<file path="src/rtl/hazard_stall_ctrl.sv">
// ----------------------------------------------------------------------------
// hazard_stall_ctrl
//
// Pipeline hazard and stall controller for the 5-stage MIPS core.
//   - Load-use hazard: holds PC and IF/ID for one cycle and drives the ID
//     control-mux select low so a bubble (all-zero control) enters ID/EX.
//   - Data-memory busy: freezes every pipeline register until the memory
//     completes; too many consecutive busy cycles lock the block in ERROR.
//   - Taken branch / jump: flushes IF/ID to a NOP on the next edge.
//   - Counts stall cycles (saturating) and keeps a sticky timeout error.
//
// Parameters
//   MAX_WAIT  consecutive busy cycles that trigger the timeout (1..255)
//   CNT_W     width of the stall-cycle counter
//
// Ports
//   clk_i           system clock, rising edge
//   rst_i           asynchronous active-low reset
//   start_i         one-cycle pulse releasing the pipeline from IDLE
//   IDEX_MemRd_i    instruction in EX is a load
//   IDEX_Rt_i       destination register of that load
//   IFID_Rs_i       rs of the instruction in ID
//   IFID_Rt_i       rt of the instruction in ID
//   Branch_taken_i  branch in ID resolved taken
//   Jump_i          jump decoded in ID
//   Mem_busy_i      data memory has not completed its access
//   Ctrl_select_o   1 passes decoded control, 0 inserts a bubble
//   PC_Wr_o         PC write enable
//   IFID_Wr_o       IF/ID write enable
//   IFID_Flush_o    clear IF/ID to NOP on the next edge
//   Pipe_Wr_o       write enable for ID/EX, EX/MEM and MEM/WB
//   stall_cnt_o     stall cycles since reset, saturating
//   err_o           sticky memory-timeout error
// ----------------------------------------------------------------------------
module hazard_stall_ctrl #(
  parameter int unsigned MAX_WAIT = 16,
  parameter int unsigned CNT_W    = 16
) (
  input  logic             clk_i,
  input  logic             rst_i,
  input  logic             start_i,
  input  logic             IDEX_MemRd_i,
  input  logic [4:0]       IDEX_Rt_i,
  input  logic [4:0]       IFID_Rs_i,
  input  logic [4:0]       IFID_Rt_i,
  input  logic             Branch_taken_i,
  input  logic             Jump_i,
  input  logic             Mem_busy_i,
  output logic             Ctrl_select_o,
  output logic             PC_Wr_o,
  output logic             IFID_Wr_o,
  output logic             IFID_Flush_o,
  output logic             Pipe_Wr_o,
  output logic [CNT_W-1:0] stall_cnt_o,
  output logic             err_o
);

  typedef enum logic [1:0] {
    ST_IDLE     = 2'd0,
    ST_RUN      = 2'd1,
    ST_MEM_WAIT = 2'd2,
    ST_ERROR    = 2'd3
  } state_t;

  // Wait-counter value seen on the last tolerated busy cycle. In RUN the
  // counter is 0, so MAX_WAIT=1 sends the very first busy cycle to ERROR
  // through the same comparison used in MEM_WAIT.
  localparam logic [7:0] WAIT_LAST = 8'(MAX_WAIT - 1);

  state_t           r_state;
  state_t           w_state_nxt;
  logic [7:0]       r_wait_cnt;
  logic [7:0]       w_wait_nxt;
  logic [CNT_W-1:0] r_stall_cnt;
  logic             r_err;

  logic w_hz;
  logic w_ctrl_sel;
  logic w_pc_wr;
  logic w_ifid_wr;
  logic w_ifid_flush;
  logic w_pipe_wr;
  logic w_counting;

  // Load-use hazard: the load in EX writes a register the ID instruction
  // reads. Register 0 is hardwired to zero and never creates a dependency.
  assign w_hz = IDEX_MemRd_i && (IDEX_Rt_i != 5'd0) &&
                ((IDEX_Rt_i == IFID_Rs_i) || (IDEX_Rt_i == IFID_Rt_i));

  // --------------------------------------------------------------------------
  // Next-state and Mealy outputs
  // --------------------------------------------------------------------------
  always_comb begin
    // NOTE: every signal driven here gets a default first, so no path can
    // leave one unassigned and infer a latch.
    w_state_nxt  = r_state;
    w_wait_nxt   = r_wait_cnt;
    w_ctrl_sel   = 1'b0;
    w_pc_wr      = 1'b0;
    w_ifid_wr    = 1'b0;
    w_ifid_flush = 1'b0;
    w_pipe_wr    = 1'b0;

    unique case (r_state)
      ST_IDLE: begin
        if (start_i) begin
          w_state_nxt = ST_RUN;
        end
      end

      ST_RUN, ST_MEM_WAIT: begin
        if (Mem_busy_i) begin
          // Full freeze. Control passes through unchanged so the frozen
          // ID/EX contents are not disturbed; memory stall outranks both
          // the load-use bubble and any flush.
          w_ctrl_sel = 1'b1;
          if (r_wait_cnt == WAIT_LAST) begin
            w_state_nxt = ST_ERROR;
          end else begin
            w_state_nxt = ST_MEM_WAIT;
            w_wait_nxt  = r_wait_cnt + 8'd1;
          end
        end else begin
          // Memory is ready: normal flow resumes in this same cycle.
          w_state_nxt = ST_RUN;
          w_wait_nxt  = 8'd0;
          w_pipe_wr   = 1'b1;
          if (w_hz) begin
            // Bubble. A concurrent branch/jump is not flushed: its operands
            // are stale and it re-resolves next cycle.
            w_ctrl_sel = 1'b0;
          end else begin
            w_ctrl_sel   = 1'b1;
            w_pc_wr      = 1'b1;
            w_ifid_wr    = 1'b1;
            w_ifid_flush = Branch_taken_i || Jump_i;
          end
        end
      end

      ST_ERROR: begin
        // Everything held at zero; only reset leaves this state.
        w_state_nxt = ST_ERROR;
      end

      default: begin
        w_state_nxt = ST_IDLE;
        w_wait_nxt  = 8'd0;
      end
    endcase
  end

  // A stall cycle is any active-pipeline cycle in which the PC is held.
  assign w_counting = ((r_state == ST_RUN) || (r_state == ST_MEM_WAIT)) &&
                      !w_pc_wr;

  // --------------------------------------------------------------------------
  // State, wait counter, stall counter and sticky error
  // --------------------------------------------------------------------------
  always_ff @(posedge clk_i or negedge rst_i) begin
    // NOTE: non-blocking assignments keep every register sampling the
    // pre-edge values, independent of statement order.
    if (!rst_i) begin
      r_state     <= ST_IDLE;
      r_wait_cnt  <= 8'd0;
      r_stall_cnt <= '0;
      r_err       <= 1'b0;
    end else begin
      r_state    <= w_state_nxt;
      r_wait_cnt <= w_wait_nxt;
      if (w_counting && (r_stall_cnt != {CNT_W{1'b1}})) begin
        r_stall_cnt <= r_stall_cnt + CNT_W'(1);
      end
      if (w_state_nxt == ST_ERROR) begin
        r_err <= 1'b1;
      end
    end
  end

  assign Ctrl_select_o = w_ctrl_sel;
  assign PC_Wr_o       = w_pc_wr;
  assign IFID_Wr_o     = w_ifid_wr;
  assign IFID_Flush_o  = w_ifid_flush;
  assign Pipe_Wr_o     = w_pipe_wr;
  assign stall_cnt_o   = r_stall_cnt;
  assign err_o         = r_err;

endmodule

</file>
<file path="config.mk">
export PLATFORM = sky130hd
export DESIGN_NAME = hazard_stall_ctrl
export DESIGN_NICKNAME = d
export VERILOG_FILES = /design/src/rtl/hazard_stall_ctrl.sv
export SDC_FILE = /design/constraint.sdc
export NUM_CORES = 1
export LEC_CHECK = 0
export CORE_ASPECT_RATIO = 1.1
export CORE_MARGIN = 2
export CORE_UTILIZATION = 35
export CTS_BUF_LIST = sky130_fd_sc_hd__clkbuf_4 sky130_fd_sc_hd__clkbuf_8 sky130_fd_sc_hd__clkbuf_16
export DETAILED_ROUTE_END_ITERATION = 7
export PLACE_DENSITY = 0.62
export RECOVER_POWER = 25
export SLEW_MARGIN = 20
export SYNTH_ARGS = -nofsm -noshare
export SYNTH_HDL_FRONTEND = slang
export SYNTH_SLANG_ARGS = --single-unit
</file>
<file path="constraint.sdc">
create_clock -name clk_i -period 4 [get_ports clk_i]
set_clock_uncertainty 0.2 [all_clocks]
set_input_delay 0.8 -clock clk_i [delete_from_list [all_inputs] [get_ports clk_i]]
set_output_delay 0.8 -clock clk_i [all_outputs]
set_load 0.01 [all_outputs]
</file>
======== Yosys cells after proc, flatten, opt, wreduce, memory -nomap -nowiden ========
Index checks and enable logic that the tools add are counted.
cells by class
  $add $sub $neg .......................... 2
  equal/unequal tests ..................... 9
  muxes and demuxes ....................... 16
  reduce and logical (&&, ||, !) cells .... 12
operators by type and width
  operator                                       count
  adder 16 x 1 -> 16 bit, second input constant  1
  2-to-1 mux 8 bit                               2
  inequality test 16 bit, second input constant  1
  2-to-1 mux 1 bit                               11
  == test 5 bit                                  2
  adder 8 x 1 -> 8 bit, second input constant    1
  == test 8 x 4 -> 1 bit, second input constant  1
  == test 2 bit, second input constant           3
  case mux 2 bit (3 select lines)                1
  nonzero test 5 bit                             1
  logical AND 1 bit                              4
  2-to-1 mux 2 bit                               2
  logical OR 1 bit                               3
  == test 2 x 1 -> 1 bit, second input constant  1
  zero test 2 bit                                1
  inequality test 2 bit, second input constant   1
  AND reduction 2 bit                            1
  OR reduction 2 bit                             1
  zero test 1 bit                                1
word-level totals
  bits in registers ....................... 27
  input bits .............................. 22
  output and inout port bits .............. 22

======== Depth between registers and ports, before layout ========
  word-level depth ........................ 9
  gate-level depth with buffers ........... 7
  mapped depth without buffers ............ 7

======== Worst setup path after synthesis ========
No wires, ideal clock.
  path kind ............................... input port to output port
  from .................................... in IDEX_Rt_i[1]
  to ...................................... out IFID_Flush_o
  arrival ................................. 2,060 ps
  data required time ...................... 3,000 ps
  slack ................................... 940 ps
  cell stages on the path ................. 5
  path buffers ............................ 0
  cell sequence ........................... or4_4 > o21ai_1 > nor2_1 > nor2b_1 > o21a_1
between the ends
  word-level cells in the longest chain between the ends .. 6
  elaborated cells on any way between the ends .. 9
RTL lines
  element                                                       RTL line  RTL
  start, declared                                               43        input logic [4:0] IDEX_Rt_i,
  == test 5 bit / nonzero test 5 bit (equally long branches)    88, 87
  logical OR 1 bit / logical AND 1 bit (equally long branches)  88, 87
  logical AND 1 bit (*)                                         87        assign w_hz = IDEX_MemRd_i && (IDEX_Rt_i != 5'd0) &&
  2-to-1 mux 1 bit (*)                                          128       if (w_hz) begin
  2-to-1 mux 1 bit (*)                                          112       if (Mem_busy_i) begin
  2-to-1 mux 1 bit (*)                                          104       unique case (r_state)
  end, declared                                                 52        output logic IFID_Flush_o,
Every way passes the cells marked *; elsewhere a longest branch is shown, timed or not.

======== Worst setup path after layout ========
Same ends and word-level chain as after synthesis.

==> impl_metrics.py <==
metrics = {
    "cts": {
        "cts_max_level": 1,
        "clock_latency_ps": 270,
        "root_buffer": "clkbuf_8",
        "hold_buffers": 0,
        "ctsLongestPathBuffers": 2,
        "clk_pin_slew_worst_paths_ps": 90,
        "cts_tree": "yes",
        "cts_buffers": 3,
        "cts.sinks": 27,
    },
    "critical_path": {
        "start_kind": "input port",
        "worstSetupPathType": "in -> out",
        "crit_path_end_kind": "output pin",
        "crit_fanout": 3,
        "worstPathArrival_ps": 2880,
        "cp.required_ps": 3000,
        "rrSetupSlack_ps": 1950,
    },
    "sta": {
        "slew_headroom": -0.000520,
        "setup_viol": 0,
        "finalCritPeriodShare": 0.970,
        "layout_min_cycle_time_ps": 3880,
        "worst_slew_pin_slew_ps": 1500,
        "hold_viol": 0,
        "rsz0062_at_grt": "false",
        "hold-worst-slack_ps": 274,
        "tns_ps": 0,
        "slew_violations": 27,
        "fmax_ghz": 0.258,
    },
    "detailed_routing": {
        "drtIter0Drc": 37,
        "wl_um": 3730,
        "avgRoutedWirePerCell_um": 14.2,
        "firstDrtPassIters": 4,
        "drc_errors": 0,
        "routed_via_density": 5.30,
        "final_antenna_net_count": 0,
        "vias": 1394,
    },
    "floorplan": {
        "rows": 25,
        "die_w_um": 67.7,
        "coreArea_mm2": 0.00429,
        "die_h_um": 74.1,
        "fp.dieArea_mm2": 0.00502,
        "start_util": 0.365,
        "ios": 44,
    },
    "grt": {
        "antenna_found_initial": 0,
        "grt_max_degree": 28,
        "grt_pass1_wl_um": 6240,
        "grt_pass1_vias": 1387,
        "gr-total-overflow": 0,
        "grt_usage": 0.162,
    },
    "pwr": {
        "pwr-share-seq": 0.380,
        "irDropWorstVdd_mv": 0.218,
        "pwr-share-comb": 0.469,
        "p_per_area_mw_per_mm2": 467,
        "leakagePower_nw": 0.876,
        "power.switching_w": 0.000371,
        "pwr-share-clk": 0.151,
        "finalPower_w": 0.00100,
        "internal_power_w": 0.000631,
        "swShare": 0.370,
    },
    "finish": {
        "antenna_cells": 0,
        "fin_nets": 236,
        "drive_gt1_frac": 0.0861,
        "fillerInstances": 387,
        "syn_to_final_growth_pct": 37.1,
        "fin_util": 0.500,
        "final_cells": 263,
    },
    "synthesis": {
        "ys_types": 35,
        "synth_seq_area_share": 0.432,
        "syn-num-nets": 184,
        "synth_area_mm2": 0.00156,
        "synth_warnings": 0,
        "syn_area_per_cell_um2": 9.90,
        "syn_inst": 158,
        "ys_ff_latch": 27,
    },
    "placed_design": {
        "gp_congestion": 0.835,
        "hpwl_um": 2950,
        "dp_cells": 258,
        "port_buffers": 43,
    },
    "job": {
        "cap_violations": 1,
    },
    "run_status": {
        "violations": "max-capacitance violations, max-slew violations",
        "status": "finished, violations left",
    },
    "hold_path": {
        "hold_path_class": "reg -> reg",
    },
}
[sequential cells by signal, indices dropped and copies added (netlist names)]
name / count
err_o: 1
r_state: 2
stall_cnt_o: 16
r_wait_cnt: 8
[area by class of cell]
| cell class | count | area [um^2] | area share |
|---|---|---|---|
| clock buffers | 3 | 41.3 | 0.0193 |
| clock inverters | 1 | 5.00 | 0.00233 |
| inverters | 8 | 30.0 | 0.0140 |
| multi-input cells | 120 | 846 | 0.394 |
| flip-flops and latches | 27 | 676 | 0.315 |
| well taps | 54 | 67.6 | 0.0315 |
| repair buffers | 50 | 479 | 0.223 |
[worst max-delay path, cell delays in order]
cell and delay (ps):
clkdlybuf4s50_1 430, or4_4 540, o21ai_1 190, nor2_1 90, nor2b_2 150, o21a_1 140
clkdlybuf4s50_1 530
[cell usage in the layout, fill, tap and decap left out, drive strengths merged]
master / count
dlygate4sd3: 1
o21a: 3
buf: 6
nand3b: 1
nand4: 12
nand2: 7
clkbuf: 4
ha: 4
nor4: 1
dfrtp: 27
or4: 1
and3: 8
clkinv: 1
o221ai: 1
clkdlybuf4s50: 42
nand3: 7
nand2b: 1
a21o: 1
xor2: 12
o21ai: 6
mux2: 2
nor2: 11
xnor2: 14
and4: 2
a22oi: 3
a221oi: 1
o22ai: 4
nor3: 4
a21boi: 1
inv: 8
nor2b: 4
or2: 1
nor4b: 1
a21oi: 7
[power by group through the flow]
stage                     Sequential (W)  Clock, W  Combinational [W]
after global routing            0.000391  0.000175           0.000515
final                           0.000381  0.000151           0.000470
after detailed placement        0.000386         0           0.000471
after floorplan                 0.000387         0           0.000269
after CTS                       0.000381  0.000159           0.000475
after global placement          0.000382         0           0.000462
[synth_stat cells]
cell type   n  area share
mux2_4      1      0.0096
nand2b_1    1      0.0040
nand3_1     7       0.022
and4_1      2       0.011
o21ai_1     1      0.0032
nand2_1     7       0.017
buf_4       1      0.0048
inv_1       8       0.019
nor4_1      1      0.0040
nor2_1     10       0.024
xnor2_1    14       0.078
o21a_1      3       0.014
a21o_1      1      0.0048
or2_2       1      0.0040
dfrtp_1    27        0.43
o221ai_4    1       0.017
a221oi_2    1      0.0096
mux2_1      1      0.0072
o21ai_2     1      0.0056
nand3b_1    1      0.0048
o22ai_1     4       0.016
nor4b_1     1      0.0056
nor2_4      1      0.0072
a22oi_1     3       0.014
or4_4       1      0.0072
ha_1        4       0.032
nor3_1      4       0.013
nand4_1    12       0.048
a21boi_0    1      0.0048
clkbuf_1    2      0.0048
xor2_1     12       0.067
nor2b_1     4       0.016
o21ai_0     4       0.013
and3_1      8       0.032
a21oi_1     7       0.022
[metrics by stage]
stage	cell area [um^2]	setup slack, ps
finish	2140	121
global route	2140	29.1
CTS	2140	47.5
detailed placement	2090	54.1
global placement	2090	105
floorplan	1560	940
[timing repair]
action                     4_1_cts  5_1_grt
setup buffers                    0        1
setup endpoints to repair        0        1
hold endpoints to repair         0        0
gates resized for setup          0        1
[cells by family after synthesis]
logic type	count (synthesis)	synth area share
AOI/OAI and AO/OA	27	0.125
xor gates and xnor gates	26	0.146
adders and majority gates	4	0.0320
buffers and inverters	11	0.0288
DFF	27	0.432
muxes	2	0.0168
and+or+nand+nor	61	0.220
[layer usage]
layer / up-vias / track usage / wire length, um
li1: 670 / - / -
met1: 693 / 0.193 / 1560
met2: 25 / 0.291 / 1960
met3: 6 / 0.0303 / 158
met4: 0 / 0.0567 / 52
met5: - / 0 / 0
[path summary, 6_finish.rpt]
check,from,end,cells after the start
min in group asynchronous,rst_i,r_wait_cnt[5],2
worst min-delay path,err_o,err_o,1
worst max register to register,r_state[0],r_wait_cnt[7],8
worst min register to register,err_o,err_o,1
max in group asynchronous,rst_i,stall_cnt_o[3],2
worst max-delay path,IDEX_Rt_i[1],IFID_Flush_o,7
Power figures use the tool's default switching activity.
